==> config.mk <==
export PLATFORM = sky130hd
export DESIGN_NAME = adder12s_sched
export DESIGN_NICKNAME = d
export VERILOG_FILES = /design/src/rtl/adder12s_sched.sv
export SDC_FILE = /design/constraint.sdc
export NUM_CORES = 1
export LEC_CHECK = 0
export CAP_MARGIN = 20
export CORE_MARGIN = 3
export CORE_UTILIZATION = 55
export CTS_CLUSTER_DIAMETER = 60
export CTS_CLUSTER_SIZE = 12
export DETAILED_ROUTE_END_ITERATION = 8
export PLACE_DENSITY = 0.79
export SYNTH_ARGS = -nofsm -noshare
export SYNTH_HDL_FRONTEND = slang
export SYNTH_SLANG_ARGS = --single-unit
==> constraint.sdc <==
create_clock -name clk -period 13.4 [get_ports clk]
set_input_delay 2.01 -clock clk [delete_from_list [all_inputs] [get_ports clk]]
set_output_delay 2.01 -clock clk [all_outputs]
set_load 0.01 [all_outputs]
==> src/rtl/adder12s_sched.sv <==
// adder12s_sched: collects A/B sample streams into 8-sample vectors, issues them round-robin
// to a 5-stage adder tree and returns each sum tagged with its requester id.
module adder12s_sched #(
    parameter int DW      = 12,
    parameter int SW      = 15,
    parameter int ADD_LAT = 5
) (
    input  logic            clk,
    input  logic            rst,
    input  logic [DW-1:0]   a_data,
    input  logic            a_valid,
    output logic            a_ready,
    input  logic [DW-1:0]   b_data,
    input  logic            b_valid,
    output logic            b_ready,
    output logic [8*DW-1:0] add_n,
    output logic            add_issue,
    input  logic [SW-1:0]   add_sum,
    output logic            res_valid,
    output logic            res_id,
    output logic [SW-1:0]   res_sum,
    output logic            busy
);
    logic [8*DW-1:0]    vec_q [2];
    logic [2:0]         idx_q [2];
    logic [DW-1:0]      din [2];
    logic [1:0]         full_q, vld, acc;
    logic               rr_q, gnt_v, gnt_id, issue_id_q;
    logic [ADD_LAT-1:0] tv_q, tid_q;
    logic [8*DW-1:0]    add_n_q;
    logic               add_issue_q, res_valid_q, res_id_q;
    logic [SW-1:0]      res_sum_q;

    assign din[0] = a_data;
    assign din[1] = b_data;
    assign vld    = {b_valid, a_valid};
    assign acc    = vld & ~full_q;

    always_comb begin
        gnt_v  = |full_q;
        gnt_id = (&full_q) ? rr_q : full_q[1];
    end

    always_ff @(posedge clk or posedge rst) begin
        if (rst) begin
            for (int s = 0; s < 2; s++) begin
                vec_q[s] <= '0;
                idx_q[s] <= '0;
            end
            full_q      <= '0;
            rr_q        <= 1'b0;
            add_n_q     <= '0;
            add_issue_q <= 1'b0;
            issue_id_q  <= 1'b0;
            tv_q        <= '0;
            tid_q       <= '0;
            res_valid_q <= 1'b0;
            res_id_q    <= 1'b0;
            res_sum_q   <= '0;
        end else begin
            for (int s = 0; s < 2; s++) begin
                if (acc[s]) begin
                    vec_q[s][idx_q[s]*DW +: DW] <= din[s];
                    idx_q[s] <= idx_q[s] + 3'd1;
                    if (idx_q[s] == 3'd7) full_q[s] <= 1'b1;
                end
            end
            // a granted collector is full, so it never accepts in the same cycle
            if (gnt_v) begin
                add_n_q        <= vec_q[gnt_id];
                full_q[gnt_id] <= 1'b0;
                rr_q           <= !gnt_id;
            end
            add_issue_q <= gnt_v;
            issue_id_q  <= gnt_id;
            tv_q        <= {tv_q[ADD_LAT-2:0], add_issue_q};
            tid_q       <= {tid_q[ADD_LAT-2:0], issue_id_q};
            res_valid_q <= tv_q[ADD_LAT-1];
            if (tv_q[ADD_LAT-1]) begin
                res_sum_q <= add_sum;
                res_id_q  <= tid_q[ADD_LAT-1];
            end
        end
    end

    assign a_ready   = !full_q[0];
    assign b_ready   = !full_q[1];
    assign add_n     = add_n_q;
    assign add_issue = add_issue_q;
    assign res_valid = res_valid_q;
    assign res_id    = res_id_q;
    assign res_sum   = res_sum_q;
    assign busy      = (|full_q) | (|idx_q[0]) | (|idx_q[1]) | add_issue_q | (|tv_q);
endmodule

; ---- Word level (Yosys, flattened, before mapping)
; Cells that the tools add are included.
[op_classes]
add_sub_neg = 4
n_mul = 2
div_mod_pow = 0
n_lt_le_gt_ge = 3
n_eq_ne = 2
shift = 4
mux = 13
n_bitwise = 9
n_reduce_logical = 9
[ops]
columns = operator, n
row1 = $mux 96, 3
row2 = $bwmux 96, 2
row3 = $shift 12x34->96 const A, 2
row4 = $shiftx 12x34->96, 2
row5 = $neg 7->34, 2
row6 = $mul 3x2->5 const B, 2
row7 = $add 3x1->3 const B, 2
row8 = $eq 3x3->1 const B, 2
row9 = $mux 1, 6
row10 = $reduce_or 3->1, 2
row11 = $reduce_or 5->1, 1
row12 = $and 2x2->2, 2
row13 = $not 2->2, 2
row14 = $or 1x1->1, 4
row15 = $logic_not 1->1, 3
row16 = $ge 2x2->1 const B, 1
row17 = $lt 1x2->1 const B, 1
row18 = $mux 2, 1
row19 = $not 1->2, 1
row20 = $reduce_and 2->1, 1
row21 = $reduce_or 2->1, 1
row22 = $demux 1 s1, 1
row23 = $ge 1x1->1 const B, 1
row24 = $logic_and 1x1->1, 1
[word_totals]
ff_bits = 326
latchBits = 0
mem_bits_rw = 0
romBits = 0
inputBits = 43
elab_cells = 60
memories = 0

; ---- Longest topological paths before layout
; Gate-level depths: netlist of run 1.
[depth]
depth_word = 9
ltp_mapped = 14
depth_no_buf = 10

; ---- Least setup slack after synthesis of run 1
; Ideal clock, no wire load.
[synth_path]
kind = input-to-reg
startpoint = input port a_valid
endpoint = register vec_q[172] (netlist name)
setup_time_ns = 0.125
t_arrival_ns = 3.638
t_required_ns = 13.275
path_slack_ns = 9.637
cell_stages = 5
n_path_buf = 1
cell_sequence = nand2_1 -> clkbuf_1 -> nor3_1 -> nor4b_1 -> mux2_2
[synth_via]
elab_chain_cells = 1
[synth_lines]
columns = item, line
row1 = from (decl), 11  ; input logic a_valid,
row2 = $and 2x2->2, 37  ; assign acc = vld & ~full_q;
row3 = "to (signal, indexed assignment)", 63  ; vec_q[s][idx_q[s]*DW +: DW] <= din[s];
row4 = to (decl), 24  ; logic [8*DW-1:0] vec_q [2];
; No other way between the ends.
; A chain may end at the register's enable or synchronous reset.

; ---- Worst setup path in the final report of run 1
[layout_path]
startpoint = register idx_q[3] (netlist name)
endpoint = output port busy
[layout_via]
elab_chain_cells = 5
[layout_lines]
columns = item, line
row1 = from (decl), 25  ; logic [2:0] idx_q [2];
row2 = "from (signal, indexed assignment)", 64  ; idx_q[s] <= idx_q[s] + 3'd1;
row3 = $reduce_or 3->1, 93  ; assign busy = (|full_q) | (|idx_q[0]) | (|idx_q[1]) | add_issue_q | (|tv_q);
row4 = $or 1x1->1 (4 in series), 93
row5 = to (decl), 22  ; output logic busy
; No other way between the ends.

==> metrics.txt, run 1 <==
Power Total=0.005352 W; I/O Buffers=159; post-synth top area share=53.55%; Setup violations, final=0; critical path endpoint category=output port; post-synthesis cell area=15230 µm²; # DRC=0; Post-DRT Antenna Nets=0; Final HPWL DP=32.33 mm; cell row count=60; fin nets=1542; I/O Pins=160; first-pass GRT wire length=70.19 mm; clk sinks=326; GPL Wtd Cong=0.9910; Clk Latency, worst-skew pair=0.52 ns; cell count after synthesis=1349; wire per inst=24.51 µm; TritonCTS Buffers=35; maximum number of pins on one net before global-route repair=114; die span in y=172.4 µm; Peak supply drop=163.8 µV; CTS tree=built; antenna violations before repair=0; Simple-Gate Fraction of Synth Area=12.59%; xor/xnor share of the synthesized area=1.076%; Synth Flop Type=dfrtp_1; Fin Hold WS=0.3534 ns; Peak Freq=0.1919 GHz; Compound-Gate Fraction of Synth Area=12.02%; multiplexer share of the synthesized area=16.74%; post-CTS setup buffers=0; first drt pass iteration count=6; WP data arrival=3.20 ns; Slew Limit Fails=0; area leader, netlist=dfrtp_1; crit path kind=reg2out; # resized after CTS=0; period utilisation layout=38.88%; clk root buf=clkbuf_16; crit-path max FO=24; Routed WL=45.63 mm; initial core utilization=56.21%; top post-synthesis cells by area=dfrtp_1 (54%), mux2_2 (15%), nand2_1 (6.0%); post-synth cell types=66; R2R Setup Slk=8.63 ns; Tightest Pin Transition=1.208 ns; Ys Warns=0; Via density=6.344; vias in the first global route=11.74k; antenna diode count=0; total gr overflow=0; CP startpoint=idx_q[3]; core area=27100 µm²; post-synthesis register bit count=326; clock skew=0.01050 ns; status=completed; fin util=66.98%; Reg2Reg Launch Point=idx_q[3]; die span in x=172.4 µm; RSZ-0062 raised after global routing=false; clock buffer depth=3; layout cells sized above 1=19.66%; Post-Synth Adder-Cell Area=1.413%; cts hold-fix bufs=0; H-tree levels=2; Tmin final=5.210 ns; Cell Pwr Density=294.9 nW/µm²; final hold vios=0; Net Count, Synth=1408; Die Area=29730 µm²; Area growth, synth to finish=19.15%; total number of vias=11.81k; Seq/Total Area, Yosys=53.55%; largest family of logic cells by synthesized area=multiplexers; fillers=1987; GRT Total Usage=30.93%; DR iter-0 viols=1205; Clk pin slew, worst setup/hold paths=0.06 ns; Worst Path Required=11.39 ns; EDFF count, synth=0; slew margin rel.=18.93%; Worst Setup Start Kind=register; setup TNS=0 ns; max_cap viols=0; Avg Inst Size Synth=11.29 µm²; hold_sp=tid_q[3]; type of the most critical hold path=reg2reg; Async SR Flop Fraction=100.0%; Pleak=8.308 nW
[power breakdown]
group / internal (W) / switching [W]
clock network: 0.000503 / 0.000374
logic: 0.00112 / 0.00173
registers: 0.00135 / 0.000269
[area by class of cell]
type	count	area, µm²	share of cell area, %
flip-flops and latches	326	8158	44.94
multi-input cells	923	6704	36.93
repair buffers	176	1743	9.602
clock buffers	39	953.4	5.253
well taps	372	465.4	2.564
inverters	21	86.33	0.4756
clock inverters	5	41.29	0.2275
[registers in the layout, summed over array words and instances, names as in the netlist]
signal	count
add_n	96
res_valid	1
rr_q	1
tid_q	5
res_id	1
tv_q	5
vec_q	192
full_q	2
res_sum	15
idx_q	6
add_issue	1
issue_id_q	1
[stage by stage]
| stage | setup WS (ns) | std cells | cell area [µm²] |
|---|---|---|---|
| after floorplan | 2.364 | 1349 | 15230 |
| after global placement | 8.356 | 1815 | 17110 |
| after detailed placement | 8.292 | 1815 | 17110 |
| after CTS | 8.247 | 1859 | 18100 |
| after global routing | 8.061 | 1862 | 18150 |
| final | 8.190 | 1862 | 18150 |
[synthesized netlist by cell type, types with 11 or more instances]
| library cell | number |
|---|---|
| buf_2 | 12 |
| mux2_2 | 206 |
| dfrtp_1 | 326 |
| ha_1 | 14 |
| o22ai_1 | 16 |
| a22oi_1 | 101 |
| a22o_1 | 23 |
| o21ai_0 | 20 |
| nor3_1 | 30 |
| mux2i_1 | 23 |
| xnor2_1 | 11 |
| nand3_1 | 17 |
| buf_1 | 13 |
| clkbuf_1 | 52 |
| nor2_1 | 60 |
| a32o_1 | 13 |
| nand2_1 | 243 |
| inv_1 | 19 |
[final timing paths]
kind,depth (start not counted),endpoint
setup / recovery,5,busy
hold / removal,0,tid_q[4]
setup reg to reg,10,vec_q[106]
hold reg to reg,0,tid_q[4]
max in group asynchronous,5,vec_q[70]
min in group asynchronous,2,add_n[87]
[per-layer routing]
layer	share of wire (%)	track usage (%)	vias up
li1	-	-	5117
met1	41	43.67	5940
met2	47	48.15	640
met3	9.1	6.287	115
met4	3.3	10.66	0
met5	0	0	-
[layout by cell type, fill, tap and decap left out, types with 23 or more instances in the layout]
| master | count |
|---|---|
| nand2_1 | 243 |
| nor2_1 | 58 |
| a22oi_1 | 101 |
| nor3_1 | 30 |
| dfrtp_1 | 326 |
| clkbuf_16 | 37 |
| clkdlybuf4s50_1 | 159 |
| mux2_2 | 206 |
| a22o_1 | 23 |
| mux2i_1 | 23 |
[critical path: stages (launching register included)]
cell and delay (ns):
dfrtp_1 0.87, inv_1 0.40, ha_1 0.51, nor2b_1 0.22, nand4_1 0.13, clkdlybuf4s50_1 0.56
[cell families (layout without fill, tap and decap cells)]
kind of cell	after synthesis	count (layout)
mux	229	229
xor+xnor	17	17
fa+ha+maj	16	16
buf+inv	100	241
flops	326	326
compound gates	241	241
simple gates	420	420
Power figures use the tool's default switching activity.
==> run 2, diff against run 1 <==
Clock period 13.4 ns to 5.1 ns, I/O delays scaled along.
==> run 2 against run 1 <==
  * Critical path depth is 5 higher
  * Final cell count is 0.21% higher
  * First-iteration DRC count is 25% higher
  * Core utilization hardly changed
  * Non-clock buffer count is 4 higher
  * Critical endpoint is now vec_q[40]
==> metrics.txt, run 2 (same netlist as run 1, synthesis figures left out) <==
die span in x=172.4 µm (unchanged); CP startpoint=idx_q[1]; Clk pin slew, worst setup/hold paths=0.06 ns (about the same); Slew Limit Fails=0 (unchanged); # DRC=0 (unchanged); # resized after CTS=0 (unchanged); Post-DRT Antenna Nets=0 (unchanged); DR iter-0 viols=1502 (+25%); Final HPWL DP=32.37 mm (+0.12%); total gr overflow=0 (unchanged); wire per inst=24.38 µm (-0.51%); first drt pass iteration count=6 (unchanged); crit path kind=reg2reg; Tightest Pin Transition=1.167 ns (-0.04097 ns); Worst Path Required=5.49 ns (-5.90 ns); multi-input logic area=6704 µm² (unchanged); RSZ-0062 raised after global routing=false; GPL Wtd Cong=0.9677 (-2.4%); cell row count=60 (unchanged); min setup slack post-route=0.5992 ns (-7.590 ns); Via density=6.264 (-1.3%); total number of vias=11.69k (-1.0%); antenna diode count=0 (unchanged); I/O Pins=160 (unchanged); Reg2Reg Launch Point=idx_q[1]; fillers=1994 (+0.35%); first-pass GRT wire length=69.70 mm (-0.70%); most frequent cells in the layout=dfrtp_1 (326), nand2_1 (243), mux2_2 (206); core area=27100 µm² (unchanged); Routed WL=45.50 mm (-0.29%); clock buffer depth=3 (unchanged); die span in y=172.4 µm (unchanged); Cell Pwr Density=774.3 nW/µm² (+160%); post-CTS setup buffers=0 (unchanged); Peak Freq=0.2222 GHz; max_cap viols=0 (unchanged); period utilisation layout=88.25%; setup TNS=0 ns (unchanged); antenna violations before repair=0 (unchanged); Tmin final=4.501 ns; final hold vios=0 (unchanged); max reg flops=192 (unchanged); initial core utilization=56.21% (unchanged); CTS tree=built; Setup violations, final=0 (unchanged); hold_sp=tid_q[3]; Peak supply drop=480.9 µV (+190%); cts hold-fix bufs=0 (unchanged); H-tree levels=2 (unchanged); GRT Total Usage=30.70% (-0.23 points); TritonCTS Buffers=35 (unchanged); sequential standard cell area=8158 µm² (unchanged); slew margin rel.=22.13% (+3.2 points); Die Area=29730 µm² (unchanged); Worst Setup Start Kind=register; type of the most critical hold path=reg2reg; commonest non-fill, non-tap cell in the layout=dfrtp_1; post-placement setup slack=0.7333 ns (-7.559 ns); WP data arrival=4.89 ns (+1.69 ns); Clk Latency, worst-skew pair=0.52 ns (about the same); critical path endpoint category=register; status=completed; I/O Buffers=159 (unchanged); layout cells sized above 1=19.81% (+0.15 points); clk sinks=326 (unchanged); crit-path max FO=9 (-63%); clk root buf=clkbuf_16; clock skew=0.02103 ns (+0.01053 ns); Pleak=8.310 nW (about the same); maximum number of pins on one net before global-route repair=163 (+43%); Most flops, register=vec_q; Area growth, synth to finish=19.19% (about the same); fin nets=1546 (+0.26%); vias in the first global route=11.67k (-0.60%)
[run 2: worst paths after layout]
kind,slack (ns),endpoint,depth (start not counted)
min in group asynchronous,0.64,add_n[76],2
worst min register to register,0.34,tid_q[4],0
worst max-delay path,0.60,vec_q[40],10
max in group asynchronous,3.26,vec_q[27],3
worst max register to register,0.60,vec_q[40],10
worst min-delay path,0.34,tid_q[4],0
[run 2: routing by layer]
metal	part of all wire, %	GRT usage [%]	wire (µm)
met5	0	0	0
met4	3.2	10.48	1445
met3	8.1	5.441	3688
met2	47	47.83	21200
met1	42	43.92	19160
[run 2: per-stage QoR]
| stage | util [%] | area [µm²] | hold WS (ns) | instances | total power (W) |
|---|---|---|---|---|---|
| floorplan | - | 15240 | 0.3312 | 1349 | 0.008868 |
| global placement | 63.41 | 17180 | 0.3336 | 1822 | 0.01151 |
| detailed placement | 63.41 | 17180 | 0.3357 | 1822 | 0.01165 |
| CTS | 67.00 | 18160 | 0.3479 | 1866 | 0.01395 |
| global route | 67.00 | 18160 | 0.3543 | 1866 | 0.01477 |
| finish | 67.00 | 18160 | 0.3424 | 1866 | 0.01406 |
[run 2: layout make-up]
class                   instances  share of cell area (%)
clock buffers                  37                   4.982
inverters                      21                  0.4548
well taps                     372                   2.563
clock inverters                 7                  0.3790
flip-flops and latches        326                   44.93
repair buffers                180                   9.771
multi-input cells             923                   36.92
[run 2: power by group]
group	switching, W	internal (W)	leakage [nW]	total, W
registers	0.000656	0.00356	4.29	0.00422
clock network	0.000992	0.00127	0.477	0.00226
logic	0.00461	0.00297	3.54	0.00758
total	0.00626	0.00780	8.31	0.0141
[run 2: worst max-delay path: stages (launching register included)]
cell,delay [ns]
dfrtp_1,0.43
ha_1,0.28
fa_1,0.54
xor2_1,0.36
nor3_1,0.09
ha_1,0.45
clkinv_1,0.29
nor3_1,0.47
o21ai_0,0.41
o31ai_1,0.66
mux2_2,0.40
